## src/rtl/pqr5_wbu.sv

```systemverilog
// PQR5 writeback unit: formats retiring results, drives the single RF write port,
// exposes two forwarding slots covering the synchronous-read window, counts retirements.
module pqr5_wbu #(
  parameter int unsigned XLEN = 32
) (
  input  logic            clk,
  input  logic            aresetn,
  input  logic            i_vld,
  output logic            o_rdy,
  input  logic            i_halt,
  input  logic            i_wb_en,
  input  logic            i_is_ld,
  input  logic [2:0]      i_funct3,
  input  logic [1:0]      i_addr_lsb,
  input  logic [4:0]      i_rdt_addr,
  input  logic [XLEN-1:0] i_alu_res,
  input  logic [XLEN-1:0] i_ld_data,
  output logic            o_wren,
  output logic [4:0]      o_rdt_addr,
  output logic [XLEN-1:0] o_rdt_data,
  output logic            o_fwd0_vld,
  output logic [4:0]      o_fwd0_addr,
  output logic [XLEN-1:0] o_fwd0_data,
  output logic            o_fwd1_vld,
  output logic [4:0]      o_fwd1_addr,
  output logic [XLEN-1:0] o_fwd1_data,
  output logic [63:0]     o_instret
);

  typedef enum logic [2:0] {
    LD_B  = 3'b000,
    LD_H  = 3'b001,
    LD_W  = 3'b010,
    LD_BU = 3'b100,
    LD_HU = 3'b101
  } ld_op_e;

  logic            accept;
  logic [7:0]      ld_byte;
  logic [15:0]     ld_half;
  logic [XLEN-1:0] ld_fmt;
  logic [XLEN-1:0] wb_data;

  logic            wren_q;
  logic [4:0]      addr_q;
  logic [XLEN-1:0] data_q;
  logic            fwd1_vld_q;
  logic [4:0]      fwd1_addr_q;
  logic [XLEN-1:0] fwd1_data_q;
  logic [63:0]     instret_q;

  assign o_rdy  = aresetn & ~i_halt;
  assign accept = i_vld & o_rdy;

  always_comb begin
    ld_byte = i_ld_data[7:0];
    case (i_addr_lsb)
      2'd1:    ld_byte = i_ld_data[15:8];
      2'd2:    ld_byte = i_ld_data[23:16];
      2'd3:    ld_byte = i_ld_data[31:24];
      default: ld_byte = i_ld_data[7:0];
    endcase
    // Halfword lane selected by bit 1 only; odd addresses never reach here.
    ld_half = i_addr_lsb[1] ? i_ld_data[31:16] : i_ld_data[15:0];
  end

  always_comb begin
    ld_fmt = i_ld_data;
    case (ld_op_e'(i_funct3))
      LD_B:    ld_fmt = {{(XLEN-8){ld_byte[7]}}, ld_byte};
      LD_BU:   ld_fmt = {{(XLEN-8){1'b0}}, ld_byte};
      LD_H:    ld_fmt = {{(XLEN-16){ld_half[15]}}, ld_half};
      LD_HU:   ld_fmt = {{(XLEN-16){1'b0}}, ld_half};
      default: ld_fmt = i_ld_data;
    endcase
    wb_data = i_is_ld ? ld_fmt : i_alu_res;
  end

  always_ff @(posedge clk or negedge aresetn) begin
    if (!aresetn) begin
      wren_q      <= 1'b0;
      addr_q      <= '0;
      data_q      <= '0;
      fwd1_vld_q  <= 1'b0;
      fwd1_addr_q <= '0;
      fwd1_data_q <= '0;
      instret_q   <= '0;
    end else begin
      wren_q <= accept & i_wb_en & (i_rdt_addr != '0);
      if (accept) begin
        addr_q    <= i_rdt_addr;
        data_q    <= wb_data;
        instret_q <= instret_q + 64'd1;
      end
      // Slot 1 trails the write port by exactly one cycle, independent of accept.
      fwd1_vld_q  <= wren_q;
      fwd1_addr_q <= addr_q;
      fwd1_data_q <= data_q;
    end
  end

  assign o_wren      = wren_q;
  assign o_rdt_addr  = addr_q;
  assign o_rdt_data  = data_q;
  assign o_fwd0_vld  = wren_q;
  assign o_fwd0_addr = addr_q;
  assign o_fwd0_data = data_q;
  assign o_fwd1_vld  = fwd1_vld_q;
  assign o_fwd1_addr = fwd1_addr_q;
  assign o_fwd1_data = fwd1_data_q;
  assign o_instret   = instret_q;

endmodule
```

## config.mk

```make
export PLATFORM = sky130hd
export DESIGN_NAME = pqr5_wbu
export DESIGN_NICKNAME = d
export VERILOG_FILES = /design/src/rtl/pqr5_wbu.sv
export SDC_FILE = /design/constraint.sdc
export NUM_CORES = 1
export LEC_CHECK = 0
export ABC_AREA = 1
export CORE_ASPECT_RATIO = 0.7
export CORE_MARGIN = 2
export CORE_UTILIZATION = 42
export DETAILED_ROUTE_END_ITERATION = 6
export GPL_TIMING_DRIVEN = 0
export PLACE_DENSITY = 0.78
export SLEW_MARGIN = 0
export SYNTH_ARGS = -nofsm -noshare
export SYNTH_HDL_FRONTEND = slang
export SYNTH_SLANG_ARGS = --single-unit
```

## constraint.sdc

```tcl
create_clock -name clk -period 1.55 [get_ports clk]
set_input_delay 0.155 -clock clk [delete_from_list [all_inputs] [get_ports clk]]
set_output_delay 0.155 -clock clk [all_outputs]
set_load 0.005 [all_outputs]
```

==> results of run 1 <==
-- cells by family after synthesis --
kind of cell	after synthesis	share of synthesized area [%]
XOR/XNOR	38	4.40
buffers and inverters	149	9.84
multiplexers	1	0.132
flip-flops	140	46.3
AND/OR/NAND/NOR	587	33.5
AO/OA/AOI/OAI	83	5.70
adder cells (fa/ha/maj)	1	0.165
-- layer usage --
metal / global-route usage [%] / share of wire (%)
met2: 47.5 / 48
met3: 8.81 / 9.7
met1: 35.3 / 37
met5: 0 / 0
met4: 9.97 / 4.8
-- worst register-to-register path: stages (launching register included) --
cell     delay [ps]
dfrtp_2         430
ha_4            170
inv_4            50
nor2_4          140
nand3_4         120
inv_4            90
nand2_4          60
nor2_4          250
nand3_2         110
nand2_1         100
nand2_1          70
-- power groups by stage --
stage,Clock (mW),Sequential [mW],Combinational [mW]
floorplan,0,4.46,0.784
global placement,0,4.52,2.45
detailed placement,0,4.52,2.49
CTS,4.04,4.42,2.73
global route,4.24,4.50,3.13
finish,4.02,4.46,2.91
-- final cells by class --
cell class / instances / area share, %
Clock buffer: 21 / 3.61
Buffer: 58 / 3.04
Timing Repair Buffer: 384 / 28.6
Inverter: 84 / 2.55
Clock inverter: 11 / 0.874
Sequential cell: 140 / 28.0
Antenna cell: 1 / 0.0196
Multi-Input combinational cell: 710 / 31.0
Tap cell: 236 / 2.32
-- cells in the final DEF, fill, tap and decap left out, drive strengths merged, types with 12 or more instances in the layout --
cell,n
clkbuf,38
or2,14
nand3,65
inv,85
o21ai,50
nand2,308
a21oi,28
nand4,12
xnor2,20
dlymetal6s2s,35
nor2,169
dfrtp,140
buf,173
xor2,18
dlygate4sd2,44
clkdlybuf4s50,173
-- sequential cells by signal, summed over array words and instances, names as in the netlist --
signal and cells:
o_fwd1_vld 1, o_fwd1_data 32, o_fwd0_addr 5, o_fwd1_addr 5, o_fwd0_data 32, o_instret 64, o_fwd0_vld 1
-- repair_timing --
action / 4_1_cts / 5_1_grt
hold endpoints to repair: 73 / 73
pin swaps: 27 / 47
setup endpoints to repair: 168 / 131
resized for setup: 139 / 204
buffers inserted: 58 / 70
-- path summary, 6_finish.rpt --
path,start,end,cells after the start
max,o_instret[1],o_instret[42],10
min,aresetn,o_instret[13],1
max reg2reg,o_instret[1],o_instret[42],10
min reg2reg,o_fwd0_addr[4],o_fwd1_addr[4],0
max in group asynchronous,aresetn,o_fwd0_data[24],2
min in group clk,i_is_ld,o_fwd0_data[11],6
==> run_results.csv, run 1 <==
group,metric,value,unit
setup_path,critical-path-slowest-cell,"dfrtp_2",
drt,antenna_violating_nets_post_route,0,
die,row_count,41,
cts,clock_tree_from_tritoncts,"done",
power,p_int,8.20,mW
drt,via_per_inst,5.18,
cts,cts.path.max_buffers,2,
drt,drt_pre_antenna_iters,7,
drt,count_of_unresolved_drc_violations_after_routing,0,
cells_and_area,fin_util,71.4,%
drt,finalWirelength,30.2,mm
cells_and_area,synth_to_final_area_change,68.4,%
drt,drt_iter0_markers,799,
setup_path,path_buf_inv,2,
power,clockPowerShare,35.3,%
logic_synthesis,synthesis.nets,1080,
setup_path,cp_data_required_time,1850,ps
status,failed_checks,"negative hold slack, negative setup slack",
cells_and_area,fillerInstances,1339,
timing,setup_ws_final,-180,ps
global_route,grt_first_pass_wirelength,41.7,mm
cts,clock_tree.root_cell,"clkbuf_16",
logic_synthesis,synth_top_cells_by_area,"dfrtp_1 46%, nand2_1 15%, nor2_1 7.8%",
cells_and_area,ratio_of_cells_with_drive_above_1_in_the_final_layout,30.2,%
logic_synthesis,register_area_share_after_synthesis,46.3,%
die,fp.dieW,164,um
power,p_sw,3.19,mW
die,die_height,116,um
placed_design,numPlacedInstances,1492,
power,cellLeakagePower,6.42,nW
setup_path,regToRegSetupSlack,-180,ps
logic_synthesis,dominantRegCellSynth,"dfrtp_1",
cts,clock_sink_count,140,
timing,timing.final.crit_period,1730,ps
timing,setup_viol_count_final,35,
setup_path,critical_path.max_fanout,7,
status,outcome,"complete, but fails checks",
setup_path,critical_path_class,"register to register",
setup_path,series_of_cell_instances_along_the_critical_path,"ha_4 -> inv_4 -> nor2_4 -> nand3_4 -> inv_4 -> nand2_4 -> nor2_4 -> nand3_2 -> nand2_1 -> nand2_1",
die,core_area,17900,um^2
logic_synthesis,synthMostInstantiatedCell,"nand2_1",
logic_synthesis,synth.cell_area,7570,um^2
cells_and_area,final_std_cells_w_o_fill,1645,
cts,cts_inserted_buffers,17,
power,switching_share_of_total_power,28.0,%
cells_and_area,multi_input_area,3950,um^2
logic_synthesis,synth_common_cells,"304 x nand2_1, 158 x nor2_1, 140 x dfrtp_1, 82 x inv_1, 54 x nand3_1",
timing,rsz0062_at_grt,"yes",
power,pwr-share-comb,25.5,%
logic_synthesis,synth_enable_flop_cells,0,
timing,whs,-357,ps
placed_design,numPortBuffers,256,
timing,setup-tns-final,-2400,ps
placed_design,dp_hpwl,19.2,mm
min_path,hold_class,"primary input to asynchronous set/reset pin",
placed_design,finalWeightedCongestion,0.898,
placed_design,place_ws,-894,ps
timing,slew_viol_final,0,
cts,clkLatencyLatePin,420,ps
power,seqPwrFrac,39.2,%
power,maximum_resistive_drop_on_vdd,713,uV
timing,worst_slew_pin_slew,604,ps
logic_synthesis,synthesis.area_per_instance,7.57,um^2
logic_synthesis,synthDistinctLibCells,37,
logic_synthesis,postSynth.asyncResetShare,100,%
logic_synthesis,yosysTopAreaCell,"dfrtp_1",
setup_path,slowest_delay,430,ps
die,initial_utilization,42.4,%
power,p_per_area,894,nW/um^2
global_route,grt_start_max_net_pins,77,
logic_synthesis,synth.top_cell.area_share,46.3,%
timing,hold_viol,73,
drt,detail_route.wl_per_cell,18.4,um
timing,maxClockFrequency,578,MHz
cts,clk_pin_slew_worst_paths,60,ps
setup_path,setup.worst_path.end_class,"register",
placed_design,placed_inst_area,10500,um^2
cells_and_area,area.sequential,3570,um^2
timing,final_critical_path_share_of_the_clock_period,112,%
job,max_cap_viol_count,0,
die,top_level_ports,259,
die,die-area,19100,um^2
cts,htree_levels,4,
logic_synthesis,synth_register_bits,140,
global_route,gr-total-overflow,0,
cells_and_area,final_net_count,1476,
global_route,antenna_found_initial,2,
cells_and_area,finalInstanceArea,12700,um^2
logic_synthesis,post_synth_inst_count,999,
setup_path,critical-path-top-delay-family,"simple AND/OR/NAND/NOR gates",
timing,slew_headroom,59.7,%
setup_path,worst_setup_path_start_kind,"register",
global_route,grt_pass1_vias,7757,
global_route,global_route.usage.total,28.5,%
setup_path,timing.critical_path.arrival,2030,ps
drt,detailroute.via_count,8526,
timing,worst_clock_skew,8.10,ps
logic_synthesis,yosys_warnings,0,
power,p_total,11.4,mW
Note: power is estimated with default switching activity, not from simulation.
==> run 2, diff against run 1 <==
--- a/config.mk
+++ b/config.mk
@@ -12,7 +12,7 @@
 export DETAILED_ROUTE_END_ITERATION = 6
 export GPL_TIMING_DRIVEN = 0
 export PLACE_DENSITY = 0.78
-export SLEW_MARGIN = 0
+export SLEW_MARGIN = 20
 export SYNTH_ARGS = -nofsm -noshare
 export SYNTH_HDL_FRONTEND = slang
 export SYNTH_SLANG_ARGS = --single-unit
==> run_results.csv, run 2 (synthesis gave the netlist of run 1 again) <==
group,metric,value,unit
die,initial_utilization,42.4,%
timing,timing.final.crit_period,1790,ps
setup_path,setup.worst_path.end_class,"register",
cells_and_area,fillerInstances,1356,
timing,slew_headroom,58.3,%
power,p_per_area,911,nW/um^2
global_route,global_route.usage.total,28.4,%
die,row_count,41,
timing,setup_viol_count_final,36,
global_route,grt_start_max_net_pins,77,
cells_and_area,synth_to_final_area_change,66.2,%
power,p_int,8.21,mW
cells_and_area,final_net_count,1467,
timing,final_critical_path_share_of_the_clock_period,116,%
cts,clock_sink_count,140,
cells_and_area,flip_flop_count_of_the_largest_register_all_copies_and_words_added,64,
cts,cts.path.max_buffers,2,
timing,setup_ws_final,-241,ps
cts,cts_inserted_buffers,17,
global_route,groute.layer.met1.usage,35.1,%
cells_and_area,layout_commonest_cell,"nand2_1",
power,switching_share_of_total_power,28.4,%
die,top_level_ports,259,
setup_path,rr_startpoint,"o_instret[34]",
drt,via_per_inst,5.21,
power,pwr-share-comb,25.5,%
power,seqPwrFrac,38.9,%
setup_path,critical_path_class,"register to register",
global_route,gr-total-overflow,0,
status,failed_checks,"negative hold slack, negative setup slack",
setup_path,worst_setup_path_start_kind,"register",
placed_design,finalWeightedCongestion,0.898,
timing,worst_slew_pin_slew,626,ps
timing,hold_viol,73,
drt,detailroute.via_count,8518,
placed_design,place_ws,-762,ps
placed_design,numPortBuffers,256,
cts,clock_tree_from_tritoncts,"done",
cells_and_area,layout.cells.most_common_list,"274 x nand2_1, 172 x clkdlybuf4s50_1, 140 x buf_4, 111 x nor2_1, 96 x dfrtp_1",
timing,rsz0062_at_grt,"yes",
global_route,grt_first_pass_wirelength,41.6,mm
drt,antenna_violating_nets_post_route,0,
cts,clock_tree.root_cell,"clkbuf_16",
drt,drt_pre_antenna_iters,7,
cells_and_area,fin_util,70.5,%
die,die_height,116,um
min_path,hold_class,"primary input to asynchronous set/reset pin",
job,max_cap_viol_count,0,
global_route,global_route.usage.met3,8.84,%
timing,whs,-364,ps
setup_path,timing.critical_path.arrival,2110,ps
setup_path,crit_path_launch,"o_instret[34]",
power,cellLeakagePower,6.34,nW
die,die-area,19100,um^2
die,core_area,17900,um^2
status,outcome,"complete, but fails checks",
cts,htree_levels,4,
drt,detail_route.wl_per_cell,18.0,um
setup_path,cp_data_required_time,1870,ps
cts,clkLatencyLatePin,430,ps
power,maximum_resistive_drop_on_vdd,732,uV
global_route,busiest_layer,"met2",
timing,slew_viol_final,0,
timing,maxClockFrequency,558,MHz
power,clockPowerShare,35.5,%
power,p_sw,3.25,mW
cts,clk_pin_slew_worst_paths,70,ps
drt,drt_iter0_markers,915,
die,fp.dieW,164,um
setup_path,critical_path.max_fanout,4,
global_route,grt_util_met2,47.5,%
global_route,antenna_found_initial,2,
global_route,grt_pass1_vias,7780,
drt,finalWirelength,29.5,mm
drt,count_of_unresolved_drc_violations_after_routing,0,
timing,worst_clock_skew,10.3,ps
cells_and_area,ratio_of_cells_with_drive_above_1_in_the_final_layout,27.9,%
placed_design,dp_hpwl,19.2,mm
run 2: changes by cell type in the layout (fill, tap and decap cells not counted), sizes merged:
cell and change:
buf -11, clkbuf +1, clkdlybuf4s50 -1, dlymetal6s2s +2
run 2: layout make-up:
class	count	area (um^2)	area share, %
Buffer	59	395	3.14
Timing Repair Buffer	374	3570	28.3
Clock buffer	21	460	3.66
Inverter	84	325	2.59
Antenna cell	1	2.50	0.0199
Clock inverter	11	111	0.885
Sequential cell	140	3560	28.3
Multi-Input combinational cell	710	3860	30.7
Tap cell	236	295	2.35
run 2: what timing repair did:
| action | 4_1_cts | 5_1_grt |
|---|---|---|
| setup buffers | 60 | 57 |
| cloned | 0 | 0 |
| pin swaps | 25 | 44 |
| endpoints found under the setup margin | 157 | 115 |
| gates resized for setup | 139 | 167 |
| hold endpoints to repair | 73 | 73 |
run 2: power by group through the flow:
stage | registers (mW) | logic (mW) | clock network [mW]
6_report | 4.46 | 2.93 | 4.07
5_1_grt | 4.51 | 3.14 | 4.27
4_1_cts | 4.42 | 2.75 | 4.04
3_5_place_dp | 4.52 | 2.49 | 0
3_3_place_gp | 4.52 | 2.45 | 0
2_1_floorplan | 4.46 | 0.784 | 0
run 2: path summary, 6_finish.rpt:
path / cells past startpoint / end / slack, ps
max: 7 / o_instret[63] / -240
min: 1 / o_instret[20] / -360
max reg2reg: 7 / o_instret[63] / -240
min reg2reg: 0 / o_fwd1_addr[4] / 440
max in group asynchronous: 2 / o_fwd0_data[24] / 1200
min in group clk: 6 / o_fwd0_data[11] / 250
run 2: layer usage:
metal	up-vias	wire, um
met2	512	14400
met1	4020	11000
li1	3882	-
met3	104	3030
met4	0	1080
met5	-	0
run 2: worst max-delay path: stages (launching register included):
cell     delay, ps
dfrtp_1        430
nand4_1        390
nor3_1         440
nand2_1        120
nor2_2         130
nand2_1         70
nand2_1         50
nand2_1         50
run 2: stage by stage:
step	cell area [um^2]	TNS [ps]	hold slack, ps	std cells	power [mW]
2_1_floorplan	7570	0	-141	999	5.25
3_3_place_gp	10400	-1430950	389	1491	6.96
3_5_place_dp	10500	-49520	165	1492	7.01
4_1_cts	11700	-376	-346	1578	11.2
5_1_grt	12600	-6640	-345	1635	11.9
6_report	12600	-3250	-364	1636	11.5
==> run 3, diff against run 2 <==
--- a/config.mk
+++ b/config.mk
@@ -9,6 +9,7 @@
 export CORE_ASPECT_RATIO = 0.7
 export CORE_MARGIN = 2
 export CORE_UTILIZATION = 42
+export CTS_BUF_LIST = sky130_fd_sc_hd__clkbuf_16
 export DETAILED_ROUTE_END_ITERATION = 6
 export GPL_TIMING_DRIVEN = 0
 export PLACE_DENSITY = 0.78
==> run_results.csv, run 3 (synthesis gave the netlist of run 1 again) <==
group,metric,value,unit
timing,setup_viol_count_final,44,
timing,slew_headroom,60.6,%
cts,clock_tree.root_cell,"clkbuf_16",
cts,cts_inserted_buffers,17,
global_route,gr-total-overflow,0,
global_route,grt_first_pass_wirelength,41.5,mm
drt,finalWirelength,29.3,mm
timing,worst_clock_skew,9.38,ps
timing,setup-tns-final,-3210,ps
cells_and_area,layout.cells.most_common_list,"286 x nand2_1, 170 x clkdlybuf4s50_1, 145 x buf_4, 119 x nor2_1, 102 x dfrtp_1",
power,p_total,11.2,mW
timing,hold_viol,73,
cts,cts.path.max_buffers,2,
global_route,groute.layer.met1.usage,34.7,%
timing,final_critical_path_share_of_the_clock_period,110,%
die,fp.dieW,164,um
setup_path,setup.worst_path.end_class,"register",
drt,count_of_unresolved_drc_violations_after_routing,0,
global_route,global_route.usage.met3,9.27,%
cts,clock_sink_count,140,
power,cellLeakagePower,6.32,nW
setup_path,number_of_cells_on_the_worst_reg_to_reg_path,9,
die,top_level_ports,259,
power,p_per_area,897,nW/um^2
job,max_cap_viol_count,0,
placed_design,finalWeightedCongestion,0.898,
cts,clk_pin_slew_worst_paths,60,ps
die,die_height,116,um
cells_and_area,ratio_of_cells_with_drive_above_1_in_the_final_layout,25.9,%
power,maximum_resistive_drop_on_vdd,711,uV
global_route,grt_util_met2,47.7,%
global_route,global_route.usage.total,28.4,%
status,outcome,"complete, but fails checks",
min_path,hold_class,"primary input to asynchronous set/reset pin",
global_route,busiest_layer,"met2",
die,initial_utilization,42.4,%
die,core_area,17900,um^2
timing,maxClockFrequency,587,MHz
timing,whs,-362,ps
die,die-area,19100,um^2
status,failed_checks,"negative hold slack, negative setup slack",
timing,setup_ws_final,-154,ps
cts,clkLatencyLatePin,430,ps
cells_and_area,flip_flop_count_of_the_largest_register_all_copies_and_words_added,64,
drt,drt_pre_antenna_iters,6,
drt,drt_iter0_markers,734,
setup_path,crit_path_launch,"o_instret[26]",
setup_path,critical_path.max_fanout,4,
die,row_count,41,
timing,worst_slew_pin_slew,591,ps
placed_design,dp_hpwl,19.2,mm
setup_path,timing.critical_path.arrival,2030,ps
cells_and_area,synth_to_final_area_change,65.0,%
cells_and_area,layout_commonest_cell,"nand2_1",
drt,via_per_inst,5.15,
timing,rsz0062_at_grt,"yes",
global_route,antenna_found_initial,2,
setup_path,cp_data_required_time,1870,ps
setup_path,critical_path_class,"register to register",
cts,clock_tree_from_tritoncts,"done",
timing,slew_viol_final,0,
setup_path,rr_startpoint,"o_instret[26]",
setup_path,worst_setup_path_start_kind,"register",
cells_and_area,final_net_count,1469,
cells_and_area,fin_util,69.9,%
global_route,grt_pass1_vias,7787,
drt,detail_route.wl_per_cell,17.9,um
timing,timing.final.crit_period,1700,ps
drt,antenna_violating_nets_post_route,0,
placed_design,numPortBuffers,256,
global_route,grt_start_max_net_pins,77,
cts,htree_levels,4,
drt,detailroute.via_count,8429,
[run 3: critical path: stages (launching register included)]
cell and delay, ps:
dfrtp_1 450, nand2_1 140, nor2_1 160, nand2_1 130
inv_1 130, nand2_1 130, nor2_2 240, nand3_2 100
nand2_1 70, nand2_1 40
[run 3: per-stage QoR]
stage,cells,area [um^2],setup WS (ps)
floorplan,999,7570,2.47
global placement,1491,10400,-6820
detailed placement,1492,10500,-762
CTS,1577,11600,-84.2
global route,1637,12500,-308
finish,1638,12500,-154
[run 3: path summary, 6_finish.rpt]
kind                                   endpoint  slack, ps
min in group clk                o_fwd0_data[11]        250
worst min register to register   o_fwd1_addr[4]        440
worst max-delay path              o_instret[46]       -150
worst max register to register    o_instret[46]       -150
worst min-delay path              o_instret[11]       -360
max in group asynchronous       o_fwd0_data[24]       1200
[run 3: cell type report]
cell class                 instances  area [um^2]
timing repair buffer             377         3580
inverter                          84          325
tap                              236          295
sequential                       140         3550
antenna                            1         2.50
multi-input combinational        710         3790
fill                            1379         5370
clock buffer                      17          425
clock inverter                    15          126
buffer                            58          388
[run 3: report_power, final]
group          internal, mW  leakage (nW)  switching (mW)
Sequential             4.08          1.76           0.338
Combinational          1.76          4.30            1.08
Clock                  2.20         0.260            1.75
Total                  8.04          6.32            3.16
[run 3: layer usage]
layer / up-vias / part of all wire [%]
li1: 3873 / -
met1: 3972 / 37
met2: 490 / 48
met3: 94 / 10
met4: 0 / 4.1
met5: - / 0
[run 3: timing repair]
action	in CTS	in global routing
gates resized for setup	135	135
endpoints found under the setup margin	159	134
hold endpoints to repair	73	73
buffers inserted	59	61
cloned	0	0
pin swaps	24	33
==> edit 1: new RTL, flow settings as in run 2 <==
Make the reset (`aresetn`) synchronous in one clocked block.
--- a/src/rtl/pqr5_wbu.sv
+++ b/src/rtl/pqr5_wbu.sv
@@ -77,5 +77,5 @@
   end
 
-  always_ff @(posedge clk or negedge aresetn) begin
+  always_ff @(posedge clk) begin
     if (!aresetn) begin
       wren_q      <= 1'b0;
Check against the original RTL: differs if aresetn is asserted again (counterexample within 4 cycles, from zero or initial values and one cycle with aresetn low); with aresetn held inactive, the same outputs for 10 cycles.
==> edit 1 against run 2 <==
The flow finishes with violations (negative setup slack); routed wire length barely moved; cell area is 3.7% lower; setup slack worse by 13 ps; critical path type unchanged; sequential cell count unchanged; largest cell class is now multi-input combinational cells; die area down 2.9%; area after synthesis shrank 3.0%; hold slack improved by 480 ps; clock skew increased by 3.4 ps.
Power is not compared: it rests on default switching activity, and its combinational part moved more than twofold at a synthesized area within 25%.
==> edit 1: results (changes against run 2) <==
| Metric | Value |
|---|---|
| Worst Hold Slack | 119 ps (+484 ps) |
| Met3 WL | 3120 um (+2.7%) |
| Vias per inst | 5.25 (+0.81%) |
| Filler cell count in the final layout | 1360 (+0.29%) |
| Ys async rst share | 0 (-1.00) |
| Met1 WL | 13100 um (+19%) |
| Crit path to | o_instret[16] |
| Failing checks | negative setup slack |
| Total track usage | 0.299 (+0.0144) |
| Top_reg_cell synth | dfxtp_1 |
| R2R Path Start | o_instret[0] |
| Met2 usage | 0.428 (-0.0475) |
| Placed Area | 0.0102 mm^2 (-2.2%) |
| Most common library cells after synthesis | nand2_1 (362), nor2_1 (169), dfxtp_1 (140), inv_1 (121), a21oi_1 (68) |
| Vias in the first global route | 7795 (+0.19%) |
| DR WL/cell | 17.3 um (-4.0%) |
| Nets | 1542 (+5.1%) |
| Initial DRC Count | 827 (-9.6%) |
| Dpl cells | 1629 (+9.2%) |
| CTS Buf Count | 17 (unchanged) |
| Min-delay worst type | primary input to register |
| Count of unique library cells instantiated by Yosys | 39 (+5.4%) |
| Non-Filler Instances | 1705 (+4.2%) |
| Share of cells above drive strength 1 | 0.268 (-0.0115) |
| Fin. Hold Viols | 0 (-100%) |
| Diode count | 0 (-1) |
| Routability-driven placement congestion ratio | 0.981 (+9.2%) |
| Relative slew slack | 0.469 (-0.114) |
| Critical path's slowest cell | dfxtp_4 |
| Status | finished with violations |
| Met2 WL | 12500 um (-13%) |
| DR pass1 iterations | 6 (-1) |
| GRT met3 Usage | 0.0786 (-0.00983) |
| # setup viols final | 36 (unchanged) |
| Sequential fraction of the synthesis area | 0.382 (-0.0813) |
| Crit Path Max Fanout | 3 (-1) |
| Worst Skew | 13.7 ps (+3.40 ps) |
| Port bufs | 257 (+0.39%) |
| Fin worst setup slack | -254 ps (-12.5 ps) |
| Worst reg-to-reg path cell count | 10 (+3) |
| Pin count of the biggest net entering global routing | 17 (-78%) |
| Hpwl dp | 21500 um (+12%) |
| CP arrival | 2150 ps (+40 ps) |
| M1 GR Usage | 0.433 (+0.0821) |
| CP max stage delay | 360 ps (-80 ps) |
| Synth top area cells | dfxtp_1 (38%), nand2_1 (19%), nor2_1 (8.6%), inv_1 (6.2%), a21oi_1 (4.6%) |
| Dpl ws | -648 ps (+114 ps) |
| Final setup TNS | -4260 ps (-1020 ps) |
## edit 1: cell types whose count changed after synthesis, sizes merged, moves of 12 or more
| cell | run 2 | this run |
|---|---|---|
| dfrtp | 140 | 0 |
| dfxtp | 0 | 140 |
| nand2 | 308 | 365 |
| a21oi | 28 | 68 |
| inv | 83 | 123 |
| o211ai | 2 | 27 |
| xnor2 | 20 | 3 |
| nand3 | 65 | 50 |
| nor2 | 169 | 183 |
| or2 | 14 | 2 |
## edit 1: critical path: cells and delay by family, from the launching register on
| family | cells | cell delay [ps] |
|---|---|---|
| flip-flops | 1 | 360 |
| buffers and inverters | 1 | 120 |
| adder cells (fa/ha/maj) | 1 | 130 |
| AO/OA/AOI/OAI | 1 | 220 |
| AND/OR/NAND/NOR | 7 | 860 |
## edit 1: report_power, final
part | internal [mW] | switching [mW]
Clock | 2.49 | 1.75
Combinational | 0.660 | 0.519
Sequential | 3.68 | 0.0703
Total | 6.83 | 2.34
## edit 1: layout make-up
| type | instances | area, um^2 | area share |
|---|---|---|---|
| multi-input cells | 803 | 4270 | 0.353 |
| repair buffers | 301 | 3010 | 0.249 |
| flip-flops and latches | 140 | 2980 | 0.246 |
| inverters | 125 | 482 | 0.0398 |
| plain buffers | 73 | 470 | 0.0388 |
| clock buffers | 19 | 453 | 0.0374 |
| well taps | 231 | 289 | 0.0239 |
| clock inverters | 13 | 156 | 0.0129 |
## edit 1: kinds of logic (layout without fill, tap and decap cells)
group,after synthesis,after routing,synth area share
compound gates,160,160,0.123
simple gates,631,631,0.358
buf+inv,198,531,0.123
flops,140,140,0.382
fa+ha+maj,1,1,0.00170
xor+xnor,11,11,0.0131
## edit 1: timing repair
item,4_1_cts,5_1_grt
setup endpoints to repair,117,139
cloned,0,0
pin swaps,18,35
gates resized for setup,136,237
buffers inserted,17,27
==> edit 2: new RTL, config.mk and constraints of run 2 <==
Made on the original files. The parameter `XLEN` goes from 32 to 64.
--- a/src/rtl/pqr5_wbu.sv
+++ b/src/rtl/pqr5_wbu.sv
@@ -2,5 +2,5 @@
 // exposes two forwarding slots covering the synchronous-read window, counts retirements.
 module pqr5_wbu #(
-  parameter int unsigned XLEN = 32
+  parameter int unsigned XLEN = 64
 ) (
   input  logic            clk,
Ports: changed (5 resized); port bits go from 259 to 419. The function was not compared with the original's and may differ.
==> edit 2 against run 2 <==
The flow finishes with violations (negative setup slack); maximum frequency increased by 3.1%; non-clock buffer count up 261; count of clock-buffer cells in the layout up 10; combinational power is 57% higher; critical path type unchanged; routed wire length up 52%; critical endpoint is now o_instret[51]; cell area up 40%; sequential cell count grew 64; global-route usage increased by 2.6 points; area after synthesis increased by 39%; largest cell class unchanged; total power is 51% higher; highest routed layer is now met5; critical path depth up 2; setup slack better by 54 ps.
==> edit 2: results (changes against run 2) <==
| Metric | Value |
|---|---|
| Status | finished with violations |
| Failing checks | negative setup slack |
| Sink Count | 204 (+46%) |
| Routability-driven placement congestion ratio | 0.988 (+10%) |
| Pin count of the biggest net entering global routing | 95 (+23%) |
| Vias in the first global route | 10723 (+38%) |
| CTS Buf Count | 22 (+5) |
| # Post-CTS Setup Buffers | 120 (+100%) |
| Worst Hold Slack | 231 ps (+595 ps) |
| Met2 WL | 20500 um (+42%) |
| Syn Nets | 1490 (+38%) |
| CP arrival | 2140 ps (+30 ps) |
| Leak | 8.95 nW (+41%) |
| Highest routed layer | met5 |
| Worst VDD drop | 0.825 mV (+13%) |
| Count of unique library cells instantiated by Yosys | 35 (-5.4%) |
| Critical path's slowest cell | dfrtp_2 |
| Mapped Area | 0.0105 mm^2 (+39%) |
| Clk buf depth | 3 (+1) |
| Gate power share | 0.265 (+0.010) |
| Met3 WL | 4570 um (+51%) |
| Dpl ws | -645 ps (+118 ps) |
| Sequential fraction of the synthesis area | 0.486 (+0.0234) |
| Non-clock buffers | 694 (+60%) |
| Hpwl dp | 31200 um (+62%) |
| Syn Area/Cell | 7.80 um^2 (+3.0%) |
| Placed Area | 0.0151 mm^2 (+44%) |
| # setup viols final | 38 (+5.6%) |
| GRT met3 Usage | 0.0872 (-0.00117) |
| Reg area | 0.00516 mm^2 (+45%) |
| Nets | 2085 (+42%) |
| Fraction of area in multi-input gates | 0.275 (-0.0326) |
| Skew-Pair Late Insertion Delay | 500 ps (+70 ps) |
| Fin worst setup slack | -187 ps (+53.9 ps) |
| Most common library cells after synthesis | nand2_1 (396), nor2_1 (215), dfrtp_1 (204), nand3_1 (91), inv_1 (80) |
| Final wirelength | 44800 um (+52%) |
| PostCTS Resize Cnt | 317 (+130%) |
| Crit Path Max Fanout | 5 (+1) |
| Min-delay worst type | primary input to register |
| Worst Skew | 12.4 ps (+2.12 ps) |
| DR vias | 11721 (+38%) |
[edit 2: cell count changes in the layout (fill, tap and decap cells not counted), sizes merged, moves of 64 or more]
cell	change
nand2	+96
dlygate4sd2	+147
nor2	+65
dfrtp	+64
buf	+86
[edit 2: kinds of logic (layout without fill, tap and decap cells)]
group / Yosys count / count (layout) / synth area share
muxes: 2 / 2 / 0.00191
other: 0 / 3 / 0
buffers and inverters: 208 / 818 / 0.104
and+or+nand+nor: 778 / 778 / 0.318
xor gates and xnor gates: 39 / 39 / 0.0325
AOI/OAI and AO/OA: 113 / 113 / 0.0557
DFF: 204 / 204 / 0.486
adders and majority gates: 1 / 1 / 0.00119
[edit 2: worst max path at each step]
stage / start / to / slack [ps]
finish: o_instret[0] / o_instret[51] / -190
global route: o_instret[4] / o_instret[51] / -250
CTS: o_instret[1] / o_instret[34] / -80
detailed placement: i_halt / o_fwd0_data[33] / -640
global placement: aresetn / o_instret[47] / -8710
floorplan: o_instret[0] / o_instret[34] / 5
